--- src/rtl/pwm_tone_gen.sv ---
// Multi-channel PWM tone generator: per-channel period, high time, volume shift and enable.
// Optional macro PWM_SYNC_UPDATE_EN defers active-set updates to the channel wrap (glitch-free).
module pwm_tone_gen #(
  parameter int W     = 12,
  parameter int CH    = 4,
  parameter int VOL_W = 3,
  parameter int CH_W  = (CH > 1) ? $clog2(CH) : 1
) (
  input  logic            clk,
  input  logic            rst,
  input  logic            sync,
  input  logic            cfg_we,
  input  logic [CH_W-1:0] cfg_ch,
  input  logic [W-1:0]    cfg_period,
  input  logic [W-1:0]    cfg_htime,
  input  logic [VOL_W-1:0] cfg_vol,
  input  logic            cfg_en,
  output logic [CH-1:0]   wave,
  output logic [CH-1:0]   pulse
);

  for (genvar c = 0; c < CH; c++) begin : g_ch
    logic [W-1:0]     sh_period, sh_htime;
    logic [VOL_W-1:0] sh_vol;
    logic [W-1:0]     act_period, act_htime;
    logic [VOL_W-1:0] act_vol;
    logic [W-1:0]     nxt_period, nxt_htime;
    logic [VOL_W-1:0] nxt_vol;
    logic [W-1:0]     cnt, eff_h;
    logic             en, en_d, run, wr, wrap, act_load;
    logic             wave_q, pulse_q;

    always_comb begin
      wr    = cfg_we && (cfg_ch == CH_W'(c));
      // en_d delays counting by one cycle so an enable at edge N restarts from cnt=0 at N+1
      run   = en && en_d;
      wrap  = (cnt >= act_period);
      eff_h = act_htime >> act_vol;
`ifdef PWM_SYNC_UPDATE_EN
      act_load = wrap || !run;
      if (wr) begin
        nxt_period = cfg_period;
        nxt_htime  = cfg_htime;
        nxt_vol    = cfg_vol;
      end else begin
        nxt_period = sh_period;
        nxt_htime  = sh_htime;
        nxt_vol    = sh_vol;
      end
`else
      act_load   = wr;
      nxt_period = cfg_period;
      nxt_htime  = cfg_htime;
      nxt_vol    = cfg_vol;
`endif
    end

    always_ff @(posedge clk or posedge rst) begin
      if (rst) begin
        sh_period  <= '0;
        sh_htime   <= '0;
        sh_vol     <= '0;
        act_period <= '0;
        act_htime  <= '0;
        act_vol    <= '0;
        en         <= 1'b0;
        en_d       <= 1'b0;
        cnt        <= '0;
        wave_q     <= 1'b0;
        pulse_q    <= 1'b0;
      end else begin
        if (wr) begin
          sh_period <= cfg_period;
          sh_htime  <= cfg_htime;
          sh_vol    <= cfg_vol;
          en        <= cfg_en;
        end
        en_d <= en;
        if (act_load) begin
          act_period <= nxt_period;
          act_htime  <= nxt_htime;
          act_vol    <= nxt_vol;
        end
        if (sync || !run) begin
          cnt     <= '0;
          wave_q  <= 1'b0;
          pulse_q <= 1'b0;
        end else begin
          wave_q  <= (cnt < eff_h);
          pulse_q <= wrap;
          cnt     <= wrap ? '0 : cnt + 1'b1;
        end
      end
    end

    assign wave[c]  = wave_q;
    assign pulse[c] = pulse_q;
  end

endmodule

--- config.mk ---
export PLATFORM = sky130hd
export DESIGN_NAME = pwm_tone_gen
export DESIGN_NICKNAME = d
export VERILOG_FILES = /design/src/rtl/pwm_tone_gen.sv
export SDC_FILE = /design/constraint.sdc
export NUM_CORES = 1
export LEC_CHECK = 0
export CAP_MARGIN = 20
export CORE_UTILIZATION = 48
export DETAILED_ROUTE_END_ITERATION = 10
export GPL_TIMING_DRIVEN = 0
export HOLD_SLACK_MARGIN = 0.15
export PLACE_DENSITY = 0.65
export SLEW_MARGIN = 20
export SYNTH_ARGS = -nofsm -noshare
export SYNTH_HDL_FRONTEND = slang
export SYNTH_SLANG_ARGS = --single-unit
export TNS_END_PERCENT = 1
--- constraint.sdc ---
create_clock -name clk -period 6.7 [get_ports clk]
set_input_delay 1.34 -clock clk [delete_from_list [all_inputs] [get_ports clk]]
set_output_delay 1.34 -clock clk [all_outputs]
set_load 0.1 [all_outputs]
==> flow_metrics.env <==
export IMPL_cts_buffers_inserted=17
export IMPL_synth_area_top_cells="dfrtp_1 (41%), ha_1 (11%), mux2_2 (11%), mux2i_1 (4.2%), mux4_1 (4.0%)"
export IMPL_maxCapViolCount=0
export IMPL_r2r_cells=7
export IMPL_rr_startpoint="g_ch[0].act_vol[0]$_DFFE_PP0P_"
export IMPL_io_buffers=41
export IMPL_tightest_slew_ns=0.9739
export IMPL_syn_inst=907
export IMPL_rsz0062_at_grt="no"
export IMPL_postCtsSetupBuffers=0
export IMPL_track_usage_pct=22.80
export IMPL_slew_headroom_pct=34.87
export IMPL_design_core_area_mm2=0.02122
export IMPL_initial_utilization_pct=49.49
export IMPL_crit_type="flop to output pin"
export IMPL_max_freq_mhz=301.7
export IMPL_firstDrtPassIters=4
export IMPL_synth_top_area_cell="dfrtp_1"
export IMPL_cts_sinks=172
export IMPL_cts_root_buf="clkbuf_16"
export IMPL_num_vias=7138
export IMPL_final_nets=1098
export IMPL_drt_iter0_drc=415
export IMPL_yosysTopAreaCellShare_pct=40.98
export IMPL_whs_path_depth=0
export IMPL_drive_above_1_share_pct=18.76
export IMPL_min_from="g_ch[3].en$_DFFE_PP0P_"
export IMPL_setup_viol=0
export IMPL_fin_crit_ns=3.315
export IMPL_finalCritPeriodShare_pct=49.47
export IMPL_hold_buffers=0
export IMPL_num_io_pins=42
export IMPL_status="complete, no violations"
export IMPL_wl_met3_mm=1.485
export IMPL_cts_resized=0
export IMPL_hold_viol=0
export IMPL_fin_area_mm2=0.01195
export IMPL_worstSkewPairLatency_ns=0.43
export IMPL_worst_ep_required_time_ns=5.36
export IMPL_whs_endpoint="g_ch[3].en_d$_DFF_PP0_"
export IMPL_antenna_left=0
export IMPL_critical_path_endpoint_type="output pin"
export IMPL_syn_to_final_growth_pct=13.78
export IMPL_antenna_found_initial=0
export IMPL_synth_common_cells="dfrtp_1 (172), mux2_2 (105), ha_1 (96)"
export IMPL_synthesis_area_mm2=0.01050
export IMPL_leakagePower_nw=5.408
export IMPL_worstPathMaxFanout=1
export IMPL_die_height_um=149.9
export IMPL_post_drt_via_cell_ratio=5.683
export IMPL_r2r_end="g_ch[0].wave_q$_DFF_PP0_"
export IMPL_synth_edf_count=0
export IMPL_met1Wirelength_mm=11.07
export IMPL_synth_cell_type_count=39
export IMPL_cts_buffer_depth=2
export IMPL_core_rowCount=53
export IMPL_powerDensity_mw_per_mm2=269.4
export IMPL_synth_seq_area_share_pct=40.98
export IMPL_dr_max_layer_used="met4"
export IMPL_dp_hpwl_mm=17.44
export IMPL_drcViolationCount=0
export IMPL_die_area_mm2=0.02248
export IMPL_finalPower_mw=3.220
export IMPL_fp_dieW_um=149.9
export IMPL_irDropWorstVdd_mv=0.1854
export IMPL_cts_max_level=4
export IMPL_cts_tree="done"
export IMPL_cp_start_kind="flop"
export IMPL_syn_num_nets=1037
export IMPL_gp_congestion=0.8329
export IMPL_yosysMostFrequentCell="dfrtp_1"
export IMPL_syn_avg_cell_area_um2=11.58
export IMPL_synth_ff_type="dfrtp_1"
export IMPL_crit_arrival_ns=1.97
export IMPL_ys_seq_elements=172
export IMPL_synth_warning_count=0
export IMPL_grt_pass1_vias=7118
export IMPL_gr_total_overflow=0
export IMPL_drv_slew=0
export IMPL_rrSetupSlack_ns=3.87
export IMPL_wire_per_inst_um=18.93
export IMPL_finalSetupTns_ns=0
export IMPL_drt_total_wl_mm=23.78
export IMPL_grt_max_degree=105
export IMPL_path_clk_slew_ns=0.06
export IMPL_async_reset_ff_share_pct=100.0
export IMPL_clock_skew_ns=0.006334
export IMPL_num_antenna_cells=0
export IMPL_grt_pass1_wl_mm=38.37
export IMPL_placed_area_mm2=0.01129
export IMPL_hold_class="flop to flop"
export IMPL_wl_met2_mm=10.99
-- worst max path at each step --
stage	start	end	cells past startpoint
2_1_floorplan	rst	g_ch[0].act_htime[0]$_DFFE_PP0P_	1
3_3_place_gp	rst	g_ch[3].pulse_q$_DFF_PP0_	2
3_5_place_dp	cfg_ch[1]	g_ch[3].act_htime[0]$_DFFE_PP0P_	4
4_1_cts	g_ch[3].pulse_q$_DFF_PP0_	pulse[3]	2
5_1_grt	g_ch[3].pulse_q$_DFF_PP0_	pulse[3]	2
6_report	g_ch[1].wave_q$_DFF_PP0_	wave[1]	2
-- logic make-up after synthesis --
| group | share of synthesized area, % |
|---|---|
| buffers and inverters | 4.491 |
| flip-flops | 40.98 |
| multiplexers | 22.03 |
| XOR/XNOR | 3.336 |
| adder cells (fa/ha/maj) | 11.44 |
| AO/OA/AOI/OAI | 6.588 |
| AND/OR/NAND/NOR | 11.14 |
-- state kept, by name (all words and copies together), names as in the netlist --
name	flops
g_ch.act_htime	48
g_ch.act_period	48
g_ch.cnt	48
g_ch.act_vol	12
g_ch.en	4
g_ch.en_d	4
g_ch.pulse_q	4
g_ch.wave_q	4
-- area by class of cell --
type	instances	area (um2)
timing repair buffer	42	437.9
fill	1843	9270
inverter	56	217.7
multi-input combinational	630	5727
clock inverter	10	214.0
buffer	49	261.5
clock buffer	22	444.2
tap	275	344.1
sequential	172	4304
-- power breakdown --
group / leakage [nW] / internal, mW / switching (mW)
logic: 2.94 / 0.418 / 0.414
registers: 2.16 / 1.18 / 0.0973
clock network: 0.313 / 0.702 / 0.413
total: 5.41 / 2.30 / 0.924
-- cells in the final DEF (no fill, tap or decap), types with 15 or more instances in the layout --
| cell type | Yosys | layout |
|---|---|---|
| a21o_1 | 20 | 20 |
| a21oi_1 | 24 | 24 |
| clkbuf_1 | 19 | 24 |
| clkbuf_16 | 0 | 17 |
| clkdlybuf4s50_1 | 0 | 41 |
| dfrtp_1 | 172 | 172 |
| ha_1 | 96 | 96 |
| inv_1 | 56 | 55 |
| mux2_2 | 105 | 105 |
| mux2i_1 | 44 | 44 |
| mux4_1 | 16 | 16 |
| nand2_1 | 31 | 31 |
| nand3_1 | 26 | 26 |
| nand4_1 | 17 | 17 |
| nor2_1 | 15 | 15 |
| nor3_1 | 58 | 58 |
| o21ai_0 | 30 | 30 |
| xnor2_1 | 19 | 19 |
| xor2_1 | 21 | 21 |
-- critical path, cell delays in order, from the launching register on --
cell             delay [ns]
dfrtp_1                0.33
buf_4                  0.09
clkdlybuf4s50_1        1.12
-- metrics by stage --
stage | hold WS, ns | utilization, % | setup slack (ns) | std cells
finish | 0.3958 | 56.31 | 3.385 | 1256
global route | 0.4082 | 56.31 | 3.322 | 1256
global placement | 0.3776 | 53.05 | -1.776 | 1223
CTS | 0.3996 | 56.31 | 3.366 | 1256
floorplan | 0.3690 | - | 0.6999 | 907
detailed placement | 0.3859 | 53.21 | 3.473 | 1224
-- routing by layer --
metal,GRT usage [%],vias up
met1,32.42,3517
met4,5.354,0
met3,4.146,17
li1,-,3468
met2,36.04,136
met5,0,-
No activity file was read; power rests on OpenSTA's default activity.
==> patch 1 (same settings) <==
Add a define of `PWM_SYNC_UPDATE_EN`.
--- a/src/rtl/pwm_tone_gen.sv
+++ b/src/rtl/pwm_tone_gen.sv
@@ -1,5 +1,7 @@
 // Multi-channel PWM tone generator: per-channel period, high time, volume shift and enable.
 // Optional macro PWM_SYNC_UPDATE_EN defers active-set updates to the channel wrap (glitch-free).
+`define PWM_SYNC_UPDATE_EN
+
 module pwm_tone_gen #(
   parameter int W     = 12,
   parameter int CH    = 4,
Formal check against the unedited RTL: not equivalent (a bounded check fails within 10 cycles, from zero or initial values and one cycle with rst high).
==> patch 1 against the original RTL <==
Die area grew 38%. Power grew 72%. Setup slack lost 120 ps. Area after synthesis grew 39%. Core utilization is essentially flat. Clock power grew 57%. Count of clock-buffer cells in the layout grew 17. Final area grew 40%. Wire length grew 39%. Sequential cell count grew 108. Fmax shrank 3.5%. Critical path type unchanged. Largest power group unchanged.
==> patch 1: results (changes against the original RTL) <==
| Metric | Value |
|---|---|
| Cell Area, Placed | 15700 um^2 (+39%) |
| Final net count | 1395 (+27%) |
| Run status | finished clean |
| Largest net degree at the start of global routing | 36 (-66%) |
| Clk_buf instances | 39 (+77%) |
| R2R cell count | 12 (+5) |
| Fill cells | 2474 (+34%) |
| Post-layout power | 5.54 mW (+72%) |
| Synth top cells by count | dfrtp_1 (280), mux2_2 (204), ha_1 (96) |
| GPL Wtd Cong | 0.845 (+1.5%) |
| Multi-In Gates | 779 (+24%) |
| Port Buffers | 40 (-2.4%) |
| Iteration-0 DRC Markers | 518 (+25%) |
| Post-synth net total | 1313 (+27%) |
| Placed Cells | 1623 (+33%) |
| Sequential share of cell area | 41.9% (+5.9 points) |
| Worst reg2reg startpoint | g_ch[1].act_vol[1] |
| First-pass GRT wire length | 53400 um (+39%) |
| Gate Count Post-Synth | 1183 (+30%) |
| # rows | 63 (+19%) |
| ClkCell Share | 6.24% (+0.73 points) |
| Post-DP HPWL | 23800 um (+36%) |
| H-Tree Depth | 1 (-3) |
| HP Start | g_ch[2].en |
| Overall global routing resource usage | 22.3% (-0.45 points) |
| Antenna violations before repair | 3 (+3) |
| Clock group power | 1.74 mW (+57%) |
| Vias in the first global route | 9630 (+35%) |
| Setup crit end | pulse[0] |
| Routed met2 length | 15200 um (+39%) |
| Worst hold slack | 481 ps (+85.6 ps) |
| Cell leakage power | 7.49 nW (+38%) |
| Routed length on met1 | 15300 um (+38%) |
| Synth area leaders | dfrtp_1 (48%), mux2_2 (16%), ha_1 (8.2%), mux2i_1 (3.0%), mux2_4 (2.1%) |
| Library cells used by synthesis | 50 (+28%) |
| Max VDD drop | 0.227 mV (+22%) |
| Clock buffer depth | 3 (+1) |
| Reg2reg end | g_ch[1].wave_q |
| Num CTS Buffers | 30 (+13) |
| Xor and xnor fraction of the mapped netlist area | 2.40% (-0.93 points) |
| Register area share after synthesis | 48.1% (+7.1 points) |
| Synth Area in Compound Gates | 5.71% (-0.88 points) |
| Sequential Power Share | 39.9% (+0.4 points) |
| Share of cells above drive strength 1 | 26.3% (+7.5 points) |
## patch 1: cell types whose count changed in the layout (fill, tap and decap cells not counted), moves of 21 or more
cell,before,now
nor2_1,15,55
a21oi_1,24,45
nor3_1,58,11
mux2_2,105,204
dfrtp_1,172,280
nor4_1,0,36
## patch 1: worst register-to-register path, cell delays in order, from the launching register on
cell      delay, ps
dfrtp_1         320
clkbuf_1        290
buf_1           460
mux2i_1         320
nand2_1          70
o21ai_0         120
nor2_1           70
a21oi_1         160
ha_1            260
and4_1          220
a221oi_1        260
o211ai_1        120
a21oi_1         210
## patch 1: metrics by stage
stage / setup slack, ps / utilization [%]
floorplan: 1650 / -
global placement: -331 / 52.0
detailed placement: 3160 / 52.8
CTS: 3230 / 56.3
global route: 3200 / 56.3
finish: 3260 / 56.3
## patch 1: layer usage
layer / vias to the layer above / global-route usage, %
li1: 4425 / -
met1: 4688 / 31.6
met2: 164 / 36.1
met3: 48 / 3.27
met4: 0 / 5.51
met5: - / 0
==> patch 2 (config.mk and constraints unchanged) <==
Made on the original files. Add an input register stage for `sync`, `cfg_we`, `cfg_ch` and `cfg_en`; this delays them by one clock. The other inputs are not delayed to match.
--- a/src/rtl/pwm_tone_gen.sv
+++ b/src/rtl/pwm_tone_gen.sv
@@ -19,6 +19,18 @@
   output logic [CH-1:0]   pulse
 );
 
+  logic sync_q;
+  logic cfg_we_q;
+  logic [CH_W-1:0] cfg_ch_q;
+  logic cfg_en_q;
+
+  always_ff @(posedge clk) begin
+    sync_q   <= sync;
+    cfg_we_q <= cfg_we;
+    cfg_ch_q <= cfg_ch;
+    cfg_en_q <= cfg_en;
+  end
+
   for (genvar c = 0; c < CH; c++) begin : g_ch
     logic [W-1:0]     sh_period, sh_htime;
     logic [VOL_W-1:0] sh_vol;
@@ -31,7 +43,7 @@
     logic             wave_q, pulse_q;
 
     always_comb begin
-      wr    = cfg_we && (cfg_ch == CH_W'(c));
+      wr    = cfg_we_q && (cfg_ch_q == CH_W'(c));
       // en_d delays counting by one cycle so an enable at edge N restarts from cnt=0 at N+1
       run   = en && en_d;
       wrap  = (cnt >= act_period);
@@ -73,7 +85,7 @@
           sh_period <= cfg_period;
           sh_htime  <= cfg_htime;
           sh_vol    <= cfg_vol;
-          en        <= cfg_en;
+          en        <= cfg_en_q;
         end
         en_d <= en;
         if (act_load) begin
@@ -81,7 +93,7 @@
           act_htime  <= nxt_htime;
           act_vol    <= nxt_vol;
         end
-        if (sync || !run) begin
+        if (sync_q || !run) begin
           cnt     <= '0;
           wave_q  <= 1'b0;
           pulse_q <= 1'b0;
Check against the original RTL: not equivalent (Yosys sat finds a counterexample within 4 cycles, from zero or initial values and one cycle with rst high).
==> patch 2 against the original RTL <==
Final area up 0.15%. Power down 0.17%. Non-clock buffer count unchanged. Critical path type unchanged. Setup slack worse by 6.4 ps. Area after synthesis up 0.44%. Worst hold slack better by 12 ps. Sequential cell count up 5. Wire length up 1.5%.
==> patch 2: results (changes against the original RTL) <==
| Metric | Value |
|---|---|
| Non-clk invs | 57 (+1.8%) |
| Worst R2R Setup Slack | 3810 ps (-60 ps) |
| Post-synth net total | 1044 (+0.68%) |
| Vias in the first global route | 7065 (-0.74%) |
| DR pass1 iterations | 5 (+1) |
| Synth Cell Area | 10500 um^2 (+0.44%) |
| CTS sink cnt | 177 (+2.9%) |
| Synth top cells by count | dfrtp_1 (172), mux2_2 (103), ha_1 (96) |
| Library cells used by synthesis | 40 (+2.6%) |
| Data buffer area share | 5.74% (-0.11 points) |
| Overall global routing resource usage | 23.1% (+0.31 points) |
| Reg2reg end | g_ch[3].wave_q |
| Max VDD drop | 0.176 mV (-4.8%) |
| Register area share after synthesis | 41.8% (+0.77 points) |
| Clk_skew | 12.6 ps (+6.29 ps) |
| Iteration-0 DRC Markers | 330 (-20%) |
| Share of cells above drive strength 1 | 19.0% (+0.27 points) |
| Hold endpoint | g_ch[2].en_d |
| ClkCell Share | 5.26% (-0.25 points) |
| Setup crit end | pulse[2] |
| Fill cells | 1793 (-2.7%) |
| Post-DP HPWL | 17300 um (-0.72%) |
| Sequential share of cell area | 36.8% (+0.78 points) |
| R2R cell count | 9 (+2) |
| Largest net degree at the start of global routing | 98 (-6.7%) |
| CP startpoint | g_ch[2].pulse_q |
| Run status | finished clean |
| Synth Area in Compound Gates | 6.27% (-0.31 points) |
-- patch 2: power breakdown --
group / total [mW] / leakage [nW] / switching [mW] / internal [mW]
Combinational: 0.829 / 2.92 / 0.417 / 0.412
Sequential: 1.31 / 2.18 / 0.102 / 1.21
Clock: 1.08 / 0.298 / 0.438 / 0.639
-- patch 2: layer usage --
metal / share of wire, % / GRT usage, % / routed length [um]
met2: 48 / 37.6 / 11600
met3: 2.8 / 3.64 / 682
met5: 0 / 0 / 0
met1: 47 / 31.4 / 11300
met4: 2.2 / 7.88 / 519
-- patch 2: through the flow --
stage	std cells	setup WS, ps	cell area, um^2	hold slack (ps)	TNS [ps]
3_5_place_dp	1231	3830	11300	391	0
3_3_place_gp	1230	-1740	11300	378	-295750
2_1_floorplan	914	700	10500	369	0
5_1_grt	1263	3340	12000	415	0
4_1_cts	1263	3360	12000	406	0
6_report	1263	3380	12000	408	0
